`src/rtl/mem_stage_if.sv`:
```
// Data-memory request/grant/response bus between the MEM stage and the memory.
interface mem_stage_if;
   logic        dm_req;
   logic        dm_we;
   logic [31:0] dm_addr;
   logic [31:0] dm_wdata;
   logic [31:0] dm_wmask;
   logic        dm_gnt;
   logic        dm_rvalid;
   logic [31:0] dm_rdata;

   modport master (
      output dm_req, dm_we, dm_addr, dm_wdata, dm_wmask,
      input  dm_gnt, dm_rvalid, dm_rdata
   );

   modport slave (
      input  dm_req, dm_we, dm_addr, dm_wdata, dm_wmask,
      output dm_gnt, dm_rvalid, dm_rdata
   );
endinterface

```
`src/rtl/mem_stage.sv`:
```
// MEM pipeline stage: issues data-memory accesses, stalls until completion or
// timeout, formats load data and registers the MEM/WB boundary.
module mem_stage #(
   parameter int MAX_WAIT = 255,
   parameter int DATA_W   = 32
) (
   input  logic              clk,
   input  logic              rst,
   input  logic [4:0]        M_rd,
   input  logic [2:0]        M_funct3,
   input  logic              M_reg_write_enable,
   input  logic              M_wb_data_sel,
   input  logic              M_web,
   input  logic [DATA_W-1:0] M_dm_write_enable,
   input  logic [DATA_W-1:0] M_alu_out,
   input  logic [DATA_W-1:0] M_dm_data,
   mem_stage_if.master       dm,
   output logic              mem_stall,
   output logic              mem_err,
   output logic [4:0]        W_rd,
   output logic              W_reg_write_enable,
   output logic [DATA_W-1:0] W_wb_data
);

   typedef enum logic [1:0] {
      IDLE = 2'd0,
      REQ  = 2'd1,
      RESP = 2'd2
   } state_t;

   localparam logic [15:0] WAIT_LAST = 16'(MAX_WAIT - 1);

   state_t      state_r;
   state_t      state_next_s;
   logic [15:0] wait_cnt_r;
   logic [15:0] wait_cnt_next_s;

   logic is_store_s;
   logic is_load_s;
   logic access_s;
   logic issuing_s;
   logic store_done_s;
   logic load_done_s;
   logic timeout_s;
   logic complete_s;
   logic [DATA_W-1:0] wb_value_s;

   function automatic logic [31:0] format_load(
      input logic [2:0]  funct3,
      input logic [1:0]  off,
      input logic [31:0] word
   );
      logic [7:0]  b;
      logic [15:0] h;
      b = word[{off, 3'b000} +: 8];
      h = off[1] ? word[31:16] : word[15:0];
      case (funct3)
         3'b000:  format_load = {{24{b[7]}}, b};
         3'b001:  format_load = {{16{h[15]}}, h};
         3'b010:  format_load = word;
         3'b100:  format_load = {24'h000000, b};
         3'b101:  format_load = {16'h0000, h};
         default: format_load = 32'h0000_0000;
      endcase
   endfunction

   // Access classification and completion; a store wins if both flags are set.
   always_comb begin
      is_store_s   = ~M_web;
      is_load_s    = M_wb_data_sel & M_web;
      access_s     = is_store_s | is_load_s;
      issuing_s    = access_s & ((state_r == IDLE) | (state_r == REQ));
      store_done_s = issuing_s & is_store_s & dm.dm_gnt;
      load_done_s  = (state_r == RESP) & dm.dm_rvalid;
      timeout_s    = (state_r != IDLE) & (wait_cnt_r == WAIT_LAST) & ~store_done_s & ~load_done_s;
      complete_s   = store_done_s | load_done_s | timeout_s;
   end

   // Next-state and wait-counter logic.
   always_comb begin
      state_next_s    = state_r;
      wait_cnt_next_s = wait_cnt_r;
      case (state_r)
         IDLE: begin
            if (!access_s) begin
               state_next_s = IDLE;
            end else if (is_store_s) begin
               state_next_s = dm.dm_gnt ? IDLE : REQ;
            end else begin
               state_next_s = dm.dm_gnt ? RESP : REQ;
            end
         end
         REQ: begin
            if (timeout_s || !access_s) begin
               state_next_s = IDLE;
            end else if (dm.dm_gnt) begin
               state_next_s = is_store_s ? IDLE : RESP;
            end else begin
               state_next_s = REQ;
            end
         end
         RESP: begin
            if (load_done_s || timeout_s) begin
               state_next_s = IDLE;
            end else begin
               state_next_s = RESP;
            end
         end
         default: state_next_s = IDLE;
      endcase
      // Counter holds the number of cycles since the first dm_req cycle.
      if (state_next_s == IDLE) begin
         wait_cnt_next_s = 16'd0;
      end else if (state_r == IDLE) begin
         wait_cnt_next_s = 16'd1;
      end else begin
         wait_cnt_next_s = wait_cnt_r + 16'd1;
      end
   end

   // FSM state and wait counter registers.
   always_ff @(posedge clk or posedge rst) begin
      if (rst) begin
         state_r    <= IDLE;
         wait_cnt_r <= 16'd0;
      end else begin
         state_r    <= state_next_s;
         wait_cnt_r <= wait_cnt_next_s;
      end
   end

   // Bus and pipeline-control outputs, all forced low while in reset.
   always_comb begin
      if (rst) begin
         dm.dm_req    = 1'b0;
         dm.dm_we     = 1'b0;
         dm.dm_addr   = 32'h0000_0000;
         dm.dm_wdata  = 32'h0000_0000;
         dm.dm_wmask  = 32'h0000_0000;
         mem_stall    = 1'b0;
         mem_err      = 1'b0;
      end else begin
         dm.dm_req    = issuing_s;
         dm.dm_we     = issuing_s & is_store_s;
         dm.dm_addr   = {M_alu_out[31:2], 2'b00};
         dm.dm_wdata  = M_dm_data;
         dm.dm_wmask  = M_dm_write_enable;
         mem_stall    = access_s & ~complete_s;
         mem_err      = timeout_s;
      end
   end

   // Writeback value: aborted loads return zero.
   always_comb begin
      if (!is_load_s) begin
         wb_value_s = M_alu_out;
      end else if (timeout_s) begin
         wb_value_s = 32'h0000_0000;
      end else begin
         wb_value_s = format_load(M_funct3, M_alu_out[1:0], dm.dm_rdata);
      end
   end

   // MEM/WB boundary register; a stall inserts a bubble and holds rd/data.
   always_ff @(posedge clk or posedge rst) begin
      if (rst) begin
         W_rd               <= 5'd0;
         W_reg_write_enable <= 1'b0;
         W_wb_data          <= 32'h0000_0000;
      end else if (mem_stall) begin
         W_reg_write_enable <= 1'b0;
      end else begin
         W_rd               <= M_rd;
         W_reg_write_enable <= M_reg_write_enable & (M_rd != 5'd0);
         W_wb_data          <= wb_value_s;
      end
   end

endmodule
```
`src/flat_wrapper.sv`:
```
// flat-port wrapper written by rule: the top's interface ports become plain ports
module mem_stage_flat 
#(
   parameter int MAX_WAIT = 255,
   parameter int DATA_W   = 32
)
  (clk, rst, M_rd, M_funct3, M_reg_write_enable, M_wb_data_sel, M_web, M_dm_write_enable, M_alu_out, M_dm_data, mem_stall, mem_err, W_rd, W_reg_write_enable, W_wb_data, dm_dm_req, dm_dm_we, dm_dm_addr, dm_dm_wdata, dm_dm_wmask, dm_dm_gnt, dm_dm_rvalid, dm_dm_rdata);
  mem_stage_if dm_i ();
  input  logic clk;
  input  logic rst;
  input  logic [4:0] M_rd;
  input  logic [2:0] M_funct3;
  input  logic M_reg_write_enable;
  input  logic M_wb_data_sel;
  input  logic M_web;
  input  logic [DATA_W-1:0] M_dm_write_enable;
  input  logic [DATA_W-1:0] M_alu_out;
  input  logic [DATA_W-1:0] M_dm_data;
  output logic mem_stall;
  output logic mem_err;
  output logic [4:0] W_rd;
  output logic W_reg_write_enable;
  output logic [DATA_W-1:0] W_wb_data;
  output wire logic [$bits(dm_i.dm_req)-1:0] dm_dm_req;
  output wire logic [$bits(dm_i.dm_we)-1:0] dm_dm_we;
  output wire logic [$bits(dm_i.dm_addr)-1:0] dm_dm_addr;
  output wire logic [$bits(dm_i.dm_wdata)-1:0] dm_dm_wdata;
  output wire logic [$bits(dm_i.dm_wmask)-1:0] dm_dm_wmask;
  input wire logic [$bits(dm_i.dm_gnt)-1:0] dm_dm_gnt;
  input wire logic [$bits(dm_i.dm_rvalid)-1:0] dm_dm_rvalid;
  input wire logic [$bits(dm_i.dm_rdata)-1:0] dm_dm_rdata;
  assign dm_dm_req = dm_i.dm_req;
  assign dm_dm_we = dm_i.dm_we;
  assign dm_dm_addr = dm_i.dm_addr;
  assign dm_dm_wdata = dm_i.dm_wdata;
  assign dm_dm_wmask = dm_i.dm_wmask;
  assign dm_i.dm_gnt = dm_dm_gnt;
  assign dm_i.dm_rvalid = dm_dm_rvalid;
  assign dm_i.dm_rdata = dm_dm_rdata;
  mem_stage #(.MAX_WAIT(MAX_WAIT), .DATA_W(DATA_W)) u_core (.clk(clk), .rst(rst), .M_rd(M_rd), .M_funct3(M_funct3), .M_reg_write_enable(M_reg_write_enable), .M_wb_data_sel(M_wb_data_sel), .M_web(M_web), .M_dm_write_enable(M_dm_write_enable), .M_alu_out(M_alu_out), .M_dm_data(M_dm_data), .dm(dm_i), .mem_stall(mem_stall), .mem_err(mem_err), .W_rd(W_rd), .W_reg_write_enable(W_reg_write_enable), .W_wb_data(W_wb_data));
endmodule
```
`config.mk`:
```
export PLATFORM = sky130hd
export DESIGN_NAME = mem_stage_flat
export DESIGN_NICKNAME = d
export VERILOG_FILES = /design/src/rtl/mem_stage_if.sv /design/src/rtl/mem_stage.sv /design/src/flat_wrapper.sv
export SDC_FILE = /design/constraint.sdc
export NUM_CORES = 1
export LEC_CHECK = 0
export CORE_ASPECT_RATIO = 2
export CORE_MARGIN = 10
export CORE_UTILIZATION = 38
export CTS_CLUSTER_DIAMETER = 80
export CTS_CLUSTER_SIZE = 16
export DETAILED_ROUTE_END_ITERATION = 8
export PLACE_DENSITY = 0.9
export SETUP_SLACK_MARGIN = 0.4
export SLEW_MARGIN = 5
export SYNTH_ARGS = -nofsm -noshare
export SYNTH_HDL_FRONTEND = slang
export SYNTH_SLANG_ARGS = --single-unit
```
`constraint.sdc`:
```
create_clock -name clk -period 5.9 [get_ports clk]
set_input_delay 0.885 -clock clk [delete_from_list [all_inputs] [get_ports clk]]
set_output_delay 0.885 -clock clk [all_outputs]
set_load 0.05 [all_outputs]
```
==> flow_summary_export.csv <==
group,metric,value,unit
timing,final_max_slew_viol_count,0,
clocking,post_cts_resized,0,
timing,hold_violations,0,
timing,tightest_slew,1.19,ns
worst_setup_path,crit_top_cell,"clkdlybuf4s50_1",
floorplan,initial_core_util,0.389,
grt,track_usage,0.240,
timing,max_freq,245,MHz
hold_path,hp-start,"u_core.W_rd[3]",
grt,overflow,0,
timing,setup_viol,0,
layout,layout-drive-gt1-share,0.0647,
pwr,peakVddDrop,0.000174,V
grt,grt_pass1_vias,4661,
worst_setup_path,cpPeakStageDelay,0.81,ns
timing,slew_headroom,0.208,
worst_setup_path,path_cells,"clkdlybuf4s50_1 -> nor3b_2 -> nor3_4 -> nand2_1 -> nand2_2 -> buf_4 -> inv_2 -> clkdlybuf4s50_1",
timing,fin_tns_setup,0,ns
clocking,cts_max_level,2,
route,drc,0,
clocking,clk_latency,0.30,ns
route,drtPass1Iterations,5,
grt,grt_antenna_before_repair,1,
timing,rsz0062_at_grt,"false",
route,dr_wl_met2,10100,um
route,wl_met1,6880,um
floorplan,chipWidth,92.1,um
route,final_antenna_net_count,0,
grt,grt_max_degree,99,
pwr,p_leak,0.00269,uW
clocking,cts_root_buf,"clkbuf_16",
clocking,cts_made_buffers,5,
timing,setup_ws,1.81,ns
place,dp_hpwl,15900,um
worst_setup_path,worstPathMaxFanout,33,
yosys,async_flop_share,1.00,
worst_setup_path,timing.critical_path.arrival,3.20,ns
worst_setup_path,critPathLaunch,"M_web",
yosys,synth_ff_type,"dfrtp_1",
layout,nFillCells,820,
grt,grt_pass1_wl,28400,um
clocking,hold_buffers,0,
route,topRoutingLayerUsed,"met4",
place,globalplace.congestion,0.933,
clocking,cts_tree,"done",
floorplan,io-pin-count,281,
worst_setup_path,cp-end-kind,"output pin",
route,routedWlPerCell,22.7,um
hold_path,worstHoldPathType,"flop to flop",
clocking,clk_pin_slew_worst_paths,0.07,ns
timing,whs,0.517,ns
place,dp_cells,838,
clocking,cts_setup_buffers,0,
layout,stdcell_count,847,
yosys,synth-edff-count,0,
floorplan,die-area,15100,sq um
yosys,syn_area,3950,sq um
yosys,netlist_instances,454,
timing,fin_crit_sh,0.693,
layout,syn_to_final_growth,75.9,%
place,io_buffers,278,
worst_setup_path,cp_slowest_cell,"clkdlybuf4s50_1",
floorplan,die_h,164,um
floorplan,core.rowCount,52,
layout,fin_nets,855,
clocking,cts_num_sinks,56,
worst_setup_path,reg2reg_from,"u_core.wait_cnt_r[0]",
yosys,ys_types,50,
status,status,"completed",
floorplan,coreArea,10100,sq um
worst_setup_path,required,5.02,ns
worst_setup_path,worstSetupStartpointType,"input pin",
yosys,ys_ff_latch,56,
route,viasPerCell,5.38,
yosys,syn_avg_cell_area,8.70,sq um
clocking,clock_path_buffers,2,
route,wirelength,19300,um
run,cap_violations,0,
pwr,cellPowerDensity,213,nW/um^2
route,dr_wl_met3,1480,um
route,drt_iter0_markers,324,
timing,fin_worst_skew,0.0130,ns
yosys,yosysWarnings,0,
route,vias,4556,
timing,period_needed,4.09,ns
yosys,synth.yosys.seq_area_share,0.355,
worst_setup_path,worstSetupPathType,"input pin to output pin",
place,pre_cts_ws,1.83,ns
[Yosys cell counts, drive strengths merged, types with 2 or more instances]
cell type	number	share of area
inv	5	0.0048
a2bb2oi	32	0.071
dfrtp	56	0.35
mux2	13	0.042
nand3	38	0.048
clkbuf	27	0.026
and2	2	0.0032
nor2b	97	0.15
a222oi	7	0.018
nor2	21	0.020
nor4	4	0.0063
and3	2	0.0032
nor3	7	0.012
nand4	3	0.0048
o21ai	11	0.014
nand2b	8	0.013
nand2	32	0.031
ha	2	0.0063
nor3b	3	0.0070
and4	3	0.0067
a32o	7	0.018
buf	9	0.016
a21oi	34	0.053
xnor2	5	0.011
xor2	9	0.020
[stage by stage]
stage / total power, uW / utilization / cell area, sq um
after floorplan: 856 / - / 3950
after global placement: 1140 / 0.668 / 6780
after detailed placement: 1150 / 0.668 / 6780
after CTS: 1490 / 0.684 / 6940
after global routing: 1530 / 0.684 / 6950
final: 1480 / 0.684 / 6950
[worst paths after layout]
kind                            cells after the start  slack [ns]                   end
worst max-delay path                                8        1.81             mem_stall
worst min-delay path                                1        0.52        u_core.W_rd[3]
worst max register to register                     10        3.12        u_core.W_rd[0]
worst min register to register                      1        0.52        u_core.W_rd[3]
max in group asynchronous                           4        3.91        u_core.W_rd[1]
min in group asynchronous                           3        1.14  u_core.wait_cnt_r[9]
[area by class of cell]
| cell class | count | area, sq um | area share |
|---|---|---|---|
| inverters | 6 | 22.5 | 0.00324 |
| multi-input cells | 357 | 2360 | 0.340 |
| clock inverters | 2 | 35.0 | 0.00504 |
| flip-flops and latches | 56 | 1400 | 0.202 |
| diodes | 1 | 2.50 | 0.000360 |
| repair buffers | 284 | 2820 | 0.406 |
| well taps | 135 | 169 | 0.0243 |
| clock buffers | 6 | 129 | 0.0186 |
[power by group]
group	internal [uW]	switching (uW)	leakage, uW
clock	200	141	0.0000808
combinational	279	416	0.00192
sequential	419	23.4	0.000694
[cells by family (layout without fill, tap and decap cells)]
logic type,Yosys count,in the layout,share of synthesized area
xor gates and xnor gates,14,14,0.0311
AOI/OAI and AO/OA,98,98,0.188
and+or+nand+nor,226,226,0.321
other,1,3,0.000950
buffers and inverters,42,298,0.0472
muxes,15,15,0.0501
DFF,56,56,0.355
adders and majority gates,2,2,0.00634
[placed cells by master (no fill, tap or decap), types with 2 or more instances in the layout]
cell type	count
conb_1	2
xor2_1	9
inv_2	2
and4_1	3
clkdlybuf4s50_1	277
clkbuf_16	5
a2bb2oi_1	32
a21oi_1	24
nand4_1	3
inv_1	3
xnor2_1	5
o21ai_0	11
nor3_1	6
dfrtp_1	56
and2_1	2
nand2_1	31
and3_1	2
nor3b_1	2
a222oi_1	7
mux2_2	8
nand3_1	38
ha_1	2
nor2b_1	97
nand2b_1	8
a32o_1	7
a21oi_2	10
nor4_1	4
buf_4	6
nor2_1	21
mux2_4	5
[registers in the layout (all words and copies together), names as in the netlist]
| signal | flops |
|---|---|
| u_core.W_rd | 5 |
| u_core.state_r | 2 |
| u_core.wait_cnt_r | 16 |
| u_core.W_wb_data | 32 |
| u_core.W_reg_write_enable | 1 |
[metal layers]
| metal | up-vias | GRT usage |
|---|---|---|
| met5 | - | 0 |
| met4 | 0 | 0.102 |
| met3 | 39 | 0.0594 |
| met2 | 242 | 0.440 |
| met1 | 2162 | 0.252 |
| li1 | 2113 | - |
[worst max-delay path, delay by kind of cell]
| kind | cells | cell delay, ns |
|---|---|---|
| buffers and inverters | 4 | 1.69 |
| and+or+nand+nor | 4 | 0.61 |
No activity file was read; power rests on OpenSTA's default activity.
